**src/rtl/req_capture4.sv**
```systemverilog
// req_capture4 -- request-capture stage feeding a 4-to-2 priority encoder.
//
// Raw request lines become sticky pending bits. The consumer acknowledges
// the encoded index and that single bit is cleared. Requests that arrive
// while their line is already pending are counted as drops in a saturating
// counter.
//
// Ports:
//   clk      rising-edge clock
//   rst      synchronous active-high reset
//   req      raw request lines (N_REQ)
//   ack      acknowledge one request this cycle
//   ack_idx  index being acknowledged (IDX_W)
//   clr_cnt  synchronous clear of drop_cnt
//   pend     registered pending vector (encoder input)
//   any_pend OR of pend (encoder valid qualifier)
//   ack_err  one-cycle pulse: previous ack targeted a non-pending bit
//   drop_cnt saturating count of dropped requests (CNT_W)
//
// Optional macro REQ_SYNC_EN: adds a 2-flop synchronizer on req ahead of
// edge detection (req-to-pend latency 3 cycles instead of 1).

module req_capture4 #(
  parameter int unsigned N_REQ     = 4,
  parameter int unsigned IDX_W     = 2,
  parameter int unsigned EDGE_MODE = 1,
  parameter int unsigned CNT_W     = 8
) (
  input  logic             clk,
  input  logic             rst,
  input  logic [N_REQ-1:0] req,
  input  logic             ack,
  input  logic [IDX_W-1:0] ack_idx,
  input  logic             clr_cnt,
  output logic [N_REQ-1:0] pend,
  output logic             any_pend,
  output logic             ack_err,
  output logic [CNT_W-1:0] drop_cnt
);

  logic [N_REQ-1:0] req_s;
  logic [N_REQ-1:0] req_d;
  logic [N_REQ-1:0] hit;
  logic [N_REQ-1:0] clear;
  logic [N_REQ-1:0] drop;
  logic             sel_pend;
  logic [CNT_W:0]   drop_sum;
  logic [CNT_W:0]   cnt_sum;

`ifdef REQ_SYNC_EN
  logic [N_REQ-1:0] sync1;
  logic [N_REQ-1:0] sync2;

  // Both stages preload the live req on reset so no false edge follows.
  always_ff @(posedge clk) begin
    if (rst) begin
      sync1 <= req;
      sync2 <= req;
    end else begin
      sync1 <= req;
      sync2 <= sync1;
    end
  end

  assign req_s = sync2;
`else
  assign req_s = req;
`endif

  always_comb begin
    hit      = '0;
    clear    = '0;
    drop     = '0;
    drop_sum = '0;
    for (int unsigned i = 0; i < N_REQ; i++) begin
      hit[i]   = (EDGE_MODE != 0) ? (req_s[i] & ~req_d[i]) : req_s[i];
      clear[i] = ack && (ack_idx == IDX_W'(i));
      drop[i]  = hit[i] & pend[i] & ~clear[i];
      drop_sum = drop_sum + (CNT_W+1)'(drop[i]);
    end
    // An out-of-range ack_idx matches no bit, so it reads as non-pending.
    sel_pend = |(pend & clear);
    cnt_sum  = {1'b0, drop_cnt} + drop_sum;
  end

  always_ff @(posedge clk) begin
    if (rst) begin
      pend     <= '0;
      ack_err  <= 1'b0;
      drop_cnt <= '0;
      req_d    <= req;
    end else begin
      // Set wins over clear: a new request is never lost to an ack.
      pend    <= hit | (pend & ~clear);
      ack_err <= ack & ~sel_pend;
      req_d   <= req_s;
      if (clr_cnt)
        drop_cnt <= '0;
      else if (cnt_sum[CNT_W])
        drop_cnt <= '1;
      else
        drop_cnt <= cnt_sum[CNT_W-1:0];
    end
  end

  assign any_pend = |pend;

endmodule

```
**config.mk**
```make
export PLATFORM = sky130hd
export DESIGN_NAME = req_capture4
export DESIGN_NICKNAME = d
export VERILOG_FILES = /design/src/rtl/req_capture4.sv
export SDC_FILE = /design/constraint.sdc
export NUM_CORES = 1
export LEC_CHECK = 0
export BUFFER_PORTS_ARGS = -buffer_cell sky130_fd_sc_hd__buf_2
export CAP_MARGIN = 10
export CORE_MARGIN = 1.5
export CORE_UTILIZATION = 52
export CTS_CLUSTER_DIAMETER = 30
export DETAILED_ROUTE_END_ITERATION = 8
export PLACE_DENSITY = 0.82
export SYNTH_ARGS = -nofsm -noshare
export SYNTH_HDL_FRONTEND = slang
export SYNTH_SLANG_ARGS = --single-unit
```
**constraint.sdc**
```tcl
create_clock -name clk -period 5.42 [get_ports clk]
set_input_delay 0.813 -clock clk [delete_from_list [all_inputs] [get_ports clk]]
set_output_delay 0.813 -clock clk [all_outputs]
set_load 0.01 [all_outputs]
```
=== After elaboration in Yosys (flattened, before gate mapping) ===
Index checks and enable logic that the tools add are counted.

* Register bits: 17
* Latch bits: 0
* RAM bits: 0
* Bits in read-only memories: 0
* Input port bits: 10
* Output and inout port bits: 14
* Word-level logic and storage cells: 46
* Memories: 0

* $add $sub $neg: 4
* Multiply operators: 0
* Divide/modulo/power cells: 0
* $lt $le $gt $ge: 0
* Eq/ne operators: 3
* Shift operators: 0
* Mux-type cells: 1
* Bitwise gates (word level): 26
* Reductions and logical operators: 8

{| class="wikitable"
|+ Operators with widths
! cell !! count
|-
| $and 1x1->1 || 13
|-
| $add 8x4->9 || 1
|-
| $not 1->1 || 9
|-
| $and 4x4->4 || 2
|-
| $mux 8 || 1
|-
| $reduce_or 4->1 || 2
|-
| $add 3x1->4 || 1
|-
| $eq 2x2->1 const B || 2
|-
| $logic_and 1x1->1 || 4
|-
| $not 4->4 || 1
|-
| $or 4x4->4 || 1
|-
| $add 2x1->3 || 1
|-
| $add 1x1->2 || 1
|-
| $eq 2x1->1 const B || 1
|-
| $logic_not 2->1 || 1
|-
| $reduce_or 2->1 || 1
|}

=== Logic depth before layout (Yosys ltp) ===
Gate-level depths: netlist of run 1.

* Depth in word-level cells: 9
* Gate-level depth with buffers: 12
* Mapped depth without buffers: 11

=== Least setup slack after synthesis of run 1 ===
Ideal clock, no wire load.

* Path type: input -> register
* From: input ack_idx[1]
* To: register drop_cnt[6]
* Library setup time: 120 ps
* Arrival: 3083 ps
* Required time: 5300 ps
* Path slack: 2217 ps
* Stages: 12
* Path buffers: 1
* Cell sequence: nand2b_1 o21ai_0 or2_2 fa_1 fa_1 inv_1 fa_1 and3_1 buf_4 nand3_1 nor3b_1 nor3_1

* Word-level cells in the longest chain between the ends: 9
* Elaborated cells between the ends (all ways): 21
* Classes of those cells: add/sub: 4; eq/ne: 3; mux: 1; bitwise: 8; reduce/logical: 5

{| class="wikitable"
|+ Ends and longest elaborated chain
! element !! line !! source
|-
| start: declaration || 33 || <nowiki>input logic [IDX_W-1:0] ack_idx,</nowiki>
|-
| $eq 2x1->1 / $logic_not 2->1 (equally long branches) || 77 || <nowiki>clear[i] = ack && (ack_idx == IDX_W'(i));</nowiki>
|-
| $logic_and 1x1->1 || 77 ||
|-
| $not 1->1 || 78 || <nowiki>drop[i] = hit[i] & pend[i] & ~clear[i];</nowiki>
|-
| $and 1x1->1 || 78 ||
|-
| $add 1x1->2 || 79 || <nowiki>drop_sum = drop_sum + (CNT_W+1)'(drop[i]);</nowiki>
|-
| $add 2x1->3 || 79 ||
|-
| $add 3x1->4 * || 79 ||
|-
| $add 8x4->9 * || 83 || <nowiki>cnt_sum = {1'b0, drop_cnt} + drop_sum;</nowiki>
|-
| $mux 8 * || 99 || <nowiki>else if (cnt_sum[CNT_W])</nowiki>
|-
| end signal: assignment || 102 || <nowiki>drop_cnt <= cnt_sum[CNT_W-1:0];</nowiki>
|-
| end: declaration || 38 || <nowiki>output logic [CNT_W-1:0] drop_cnt</nowiki>
|}

Mark *: on every way between the ends. The rest lies on a longest branch, timed or not.
A chain may end at the register's enable or synchronous reset.

=== Worst setup path in the final report of run 1 ===
Same ends and word-level chain as after synthesis.

==> impl_metrics.env, run 1 <==
export IMPL_status="finished, final reports clean"
export IMPL_gr_total_overflow=0
export IMPL_grt_max_degree=10
export IMPL_critPathBufInv=2
export IMPL_diodes=0
export IMPL_via_count=645
export IMPL_clk_pin_slew_worst_paths_ns=0.09
export IMPL_fin_hold_ws_ns=0.509
export IMPL_cts_hold_buffers=0
export IMPL_slew_headroom_pct=78.0
export IMPL_drt_wl_total_um=1480
export IMPL_fp_dieArea_sq_mm=0.00174
export IMPL_tritoncts="built"
export IMPL_dr_pass1_iters=2
export IMPL_fillCellCount=117
export IMPL_power_leakage_uw=0.000414
export IMPL_netlist_top_cells_count="dfxtp_1 (17), a21oi_1 (9), nand2_1 (7)"
export IMPL_clock_skew_ns=0.00212
export IMPL_grt_pass1_wl_um=2730
export IMPL_die_height_um=41.8
export IMPL_start_kind="input pin"
export IMPL_cpMaxStageDelayCell="fa_1"
export IMPL_worst_slew_pin_slew_ns=0.331
export IMPL_drc=0
export IMPL_clk_latency_ns=0.29
export IMPL_dp_worst_setup_slack_ns=1.87
export IMPL_required_ns=5.59
export IMPL_syn_cell_area_sq_um=781
export IMPL_yosys_area_top_type="dfxtp_1"
export IMPL_track_usage_pct=20.9
export IMPL_ir_drop_v=0.000165
export IMPL_path_cells="buf_2, nand2b_1, o21ai_0, or2_2, fa_1, fa_1, inv_1, fa_1, and3_1, nand3_1, nor3b_1, nor3_1"
export IMPL_antenna_left=0
export IMPL_max_stage_delay_ns=0.51
export IMPL_clock_path_buffers=2
export IMPL_powerDensity_mw_per_mm2=237
export IMPL_rows=13
export IMPL_fmax_ghz=0.310
export IMPL_rsz0062_at_grt="no"
export IMPL_post_layout_nonfiller_instances=123
export IMPL_setup_slack_ns=2.19
export IMPL_antenna_found_initial=0
export IMPL_cts_resized=0
export IMPL_cts_buffers=3
export IMPL_cp_common_cell="fa_1"
export IMPL_power_total_uw=220
export IMPL_cts_htree_levels=1
export IMPL_final_period_utilization_pct=59.6
export IMPL_vias_per_cell=5.24
export IMPL_yosysMostFrequentCell="dfxtp_1"
export IMPL_synthCells=83
export IMPL_period_minus_slack_ns=3.23
export IMPL_synth_avg_cell_area_sq_um=9.41
export IMPL_fp_coreArea_sq_mm=0.00135
export IMPL_cp_end_kind="register"
export IMPL_path_max_fanout=6
export IMPL_drv_slew=0
export IMPL_layout_drive_gt1_share_pct=29.6
export IMPL_synth_seq_area_share_pct=43.6
export IMPL_drt_iter0_markers=5
export IMPL_setup_viol=0
export IMPL_start_util_pct=57.8
export IMPL_cap_viol_max_count=0
export IMPL_synth_async_reset_ratio_pct=0
export IMPL_final_net_count=123
export IMPL_synth_cell_types=29
export IMPL_post_cts_buffers=0
export IMPL_hp_class="reg -> reg"
export IMPL_place_port_buffers=23
export IMPL_syn_num_nets=97
export IMPL_dp_cells=119
export IMPL_clock_sinks=17
export IMPL_hold_viol=0
export IMPL_pin_count=24
export IMPL_dp_hpwl_um=1180
export IMPL_critical_path_class="in -> reg"
export IMPL_first_global_vias=610
export IMPL_ys_warn_count=0
export IMPL_cp_arrival_ns=3.40
export IMPL_ys_ff_latch=17
export IMPL_fin_setup_tns_ns=0
export IMPL_area_growth_pct=18.9
export IMPL_synth_ff_type="dfxtp_1"
export IMPL_place_congestion=0.847
export IMPL_yosysTopAreaCellShare_pct=43.6
export IMPL_crit_family="adder cells"
export IMPL_netlist_top_cells_area="dfxtp_1 (44%), fa_1 (7.7%), a21oi_1 (5.8%)"
export IMPL_die_w_um=41.8
export IMPL_clock_root_buffer="clkbuf_4"
export IMPL_drt_wirelength_per_cell_um=12.0
export IMPL_ff2ff_setup_slack_ns=2.57
export IMPL_synth_edf_count=0
## cell usage in the layout, fill, tap and decap left out, types with 4 or more instances in the layout
cell / count
buf_2: 23
nand2_1: 7
inv_1: 5
nand2b_1: 4
a21oi_1: 9
dfxtp_1: 17
nor2_1: 5
o21ai_0: 5
## final timing paths
check,startpoint,end,depth (start not counted)
setup / recovery,ack_idx[1],drop_cnt[6],12
hold / removal,drop_cnt[3],drop_cnt[3],1
setup reg to reg,pend[0],drop_cnt[6],10
hold reg to reg,drop_cnt[3],drop_cnt[3],1
## worst reg2reg max path, stage by stage (launching register included)
cell	delay (ns)
dfxtp_1	0.37
o21ai_0	0.11
or2_2	0.33
fa_1	0.51
fa_1	0.46
inv_1	0.08
fa_1	0.23
and3_1	0.27
nand3_1	0.10
nor3b_1	0.19
nor3_1	0.07
## where the power goes
group / total, uW / internal, uW / switching, uW / leakage [uW]
clock: 64.8 / 28.6 / 36.2 / 0.0000150
sequential: 132 / 129 / 2.41 / 0.000140
combinational: 23.9 / 11.3 / 12.6 / 0.000259
## per-layer routing
layer,up-vias,wire length (um),track usage [%]
li1,341,-,-
met1,285,704,26.8
met2,14,663,31.6
met3,5,74,6.96
met4,0,34,9.68
met5,-,0,0
## sequential cells by signal (all words and copies together) (netlist names)
name,count
pend,4
req_d,4
ack_err,1
drop_cnt,8
## cells by family (layout without fill, tap and decap cells)
family / after synthesis / after routing / share of synthesized area (%)
buf+inv: 7 / 32 / 4.01
compound gates: 21 / 21 / 17.8
simple gates: 30 / 30 / 19.9
mux: 2 / 2 / 3.20
flops: 17 / 17 / 43.6
fa+ha+maj: 4 / 4 / 9.29
xor+xnor: 2 / 2 / 2.24
## area by class of cell
class | instances | area [sq um] | share of cell area [%]
multi-input cells | 59 | 409 | 44.1
flip-flops and latches | 17 | 340 | 36.7
repair buffers | 23 | 115 | 12.4
clock buffers | 4 | 26.3 | 2.83
inverters | 5 | 18.8 | 2.02
well taps | 15 | 18.8 | 2.02
## metrics by stage
stage / cell area, sq um / util, %
CTS: 928 / 68.8
global route: 928 / 68.8
finish: 928 / 68.8
global placement: 902 / 66.8
detailed placement: 902 / 66.8
floorplan: 781 / -
Power figures use the tool's default switching activity.
==> run 2: changes to the inputs <==
Settings changed: CORE_UTILIZATION 52 to 48, PLACE_DENSITY 0.82 to 0.76.
Clock period 5.42 ns to 3 ns, I/O delays scaled along.
==> run 2 against run 1 <==
  * Clock skew increased by 0.0028 ns
  * Power increased by 84%
  * Clock power up 88%
  * Clock-buffer cell count did not move
  * Critical path depth down 2
  * Worst setup slack lost 2.0 ns
==> impl_metrics.env, run 2 (synthesis results as in run 1) <==
export IMPL_drt_wirelength_per_cell_um=12.3
export IMPL_area_growth_pct=22.9
export IMPL_required_ns=3.17
export IMPL_die_w_um=43.3
export IMPL_ir_drop_v=0.000313
export IMPL_setup_viol=0
export IMPL_power_leakage_uw=0.000434
export IMPL_gr_total_overflow=0
export IMPL_status="finished, final reports clean"
export IMPL_final_period_utilization_pct=94.0
export IMPL_clock_path_buffers=2
export IMPL_cp_common_cell="fa_1"
export IMPL_path_cells="o21ai_0, or2_2, fa_1, fa_1, inv_1, fa_1, and3_1, nand3_1, nor3b_1, nor3_1"
export IMPL_reg_top3="drop_cnt (8), pend (4), req_d (4)"
export IMPL_rows=14
export IMPL_antenna_found_initial=0
export IMPL_dr_pass1_iters=4
export IMPL_clock_sinks=17
export IMPL_start_kind="register"
export IMPL_hp_class="in -> reg"
export IMPL_period_minus_slack_ns=2.82
export IMPL_grt_max_degree=10
export IMPL_slew_headroom_pct=76.8
export IMPL_dpl_cell_area_sq_um=933
export IMPL_max_stage_delay_ns=0.50
export IMPL_cpMaxStageDelayCell="fa_1"
export IMPL_pin_count=24
export IMPL_start_util_pct=51.8
export IMPL_mostFrequentLayoutCell="buf_2"
export IMPL_first_global_vias=634
export IMPL_final_net_count=127
export IMPL_largest_reg_flops=8
export IMPL_largest_register="drop_cnt"
export IMPL_track_usage_pct=20.7
export IMPL_final_util_pct=63.7
export IMPL_clk_pin_slew_worst_paths_ns=0.09
export IMPL_cts_buffers=3
export IMPL_critical_path_class="reg -> reg"
export IMPL_mostFrequentLayoutCells="buf_2 (23), dfxtp_1 (17), a21oi_1 (9)"
export IMPL_drt_wl_total_um=1570
export IMPL_path_max_fanout=5
export IMPL_cts_htree_levels=1
export IMPL_drv_slew=0
export IMPL_rsz0062_at_grt="no"
export IMPL_die_height_um=43.3
export IMPL_dp_hpwl_um=1250
export IMPL_power_total_uw=406
export IMPL_cts_hold_buffers=0
export IMPL_tritoncts="built"
export IMPL_place_congestion=0.846
export IMPL_drt_iter0_markers=11
export IMPL_clock_skew_ns=0.00496
export IMPL_dp_worst_setup_slack_ns=-0.115
export IMPL_ff2ff_setup_slack_ns=0.18
export IMPL_clk_latency_ns=0.29
export IMPL_antenna_left=0
export IMPL_fmax_ghz=0.355
export IMPL_powerDensity_mw_per_mm2=423
export IMPL_setup_slack_ns=0.180
export IMPL_cap_viol_max_count=0
export IMPL_post_cts_buffers=0
export IMPL_grt_pass1_wl_um=2790
export IMPL_clock_root_buffer="clkbuf_4"
export IMPL_worst_slew_pin_slew_ns=0.348
export IMPL_place_port_buffers=23
export IMPL_drc=0
export IMPL_cp_arrival_ns=2.99
export IMPL_via_count=670
export IMPL_fin_hold_ws_ns=0.265
export IMPL_diodes=0
export IMPL_fp_coreArea_sq_mm=0.00151
export IMPL_layout_drive_gt1_share_pct=32.1
export IMPL_cts_resized=0
export IMPL_vias_per_cell=5.23
export IMPL_cp_end_kind="register"
export IMPL_hold_viol=0
export IMPL_design_area_sq_um=960
export IMPL_fp_dieArea_sq_mm=0.00188
## run 2: cell types whose count changed in the layout (fill, tap and decap cells not counted), sizes merged
cell,change
buf,+4
## run 2: metal layers
metal  share of wire [%]  wire, um  GRT usage, %  vias to the layer above
li1                    -         -             -                      346
met1                  45       712          24.6                      304
met2                  48       757          32.8                       15
met3                 3.9        61          6.25                        5
met4                 2.7        42          12.7                        0
met5                   0         0             0                        -
## run 2: area by class of cell
class | instances | area (sq um)
Sequential cell | 17 | 340
Fill cell | 135 | 547
Multi-Input combinational cell | 59 | 409
Timing Repair Buffer | 27 | 145
Inverter | 5 | 18.8
Tap cell | 16 | 20.0
Clock buffer | 4 | 26.3
## run 2: report_power, final
part	leakage (uW)	internal, uW	switching [uW]
Sequential	0.000140	234	4.88
Combinational	0.000279	22.6	23.4
Clock	0.0000150	51.8	69.9
## run 2: final timing paths
| check | startpoint | end | depth (start not counted) |
|---|---|---|---|
| hold reg to reg | drop_cnt[3] | drop_cnt[3] | 1 |
| setup reg to reg | pend[0] | drop_cnt[6] | 10 |
| setup / recovery | pend[0] | drop_cnt[6] | 10 |
| hold / removal | req[3] | req_d[3] | 1 |
## run 2: worst max-delay path, delay by kind of cell, from the launching register on
family | cells | cell delay (ns)
DFF | 1 | 0.38
adders and majority gates | 3 | 1.19
and+or+nand+nor | 5 | 0.94
AOI/OAI and AO/OA | 1 | 0.11
buffers and inverters | 1 | 0.08
## run 2: stage by stage
stage          instances  TNS, ns
2_1_floorplan         83        0
3_3_place_gp         124   -0.139
3_5_place_dp         124   -0.367
4_1_cts              128        0
5_1_grt              128        0
6_report             128        0
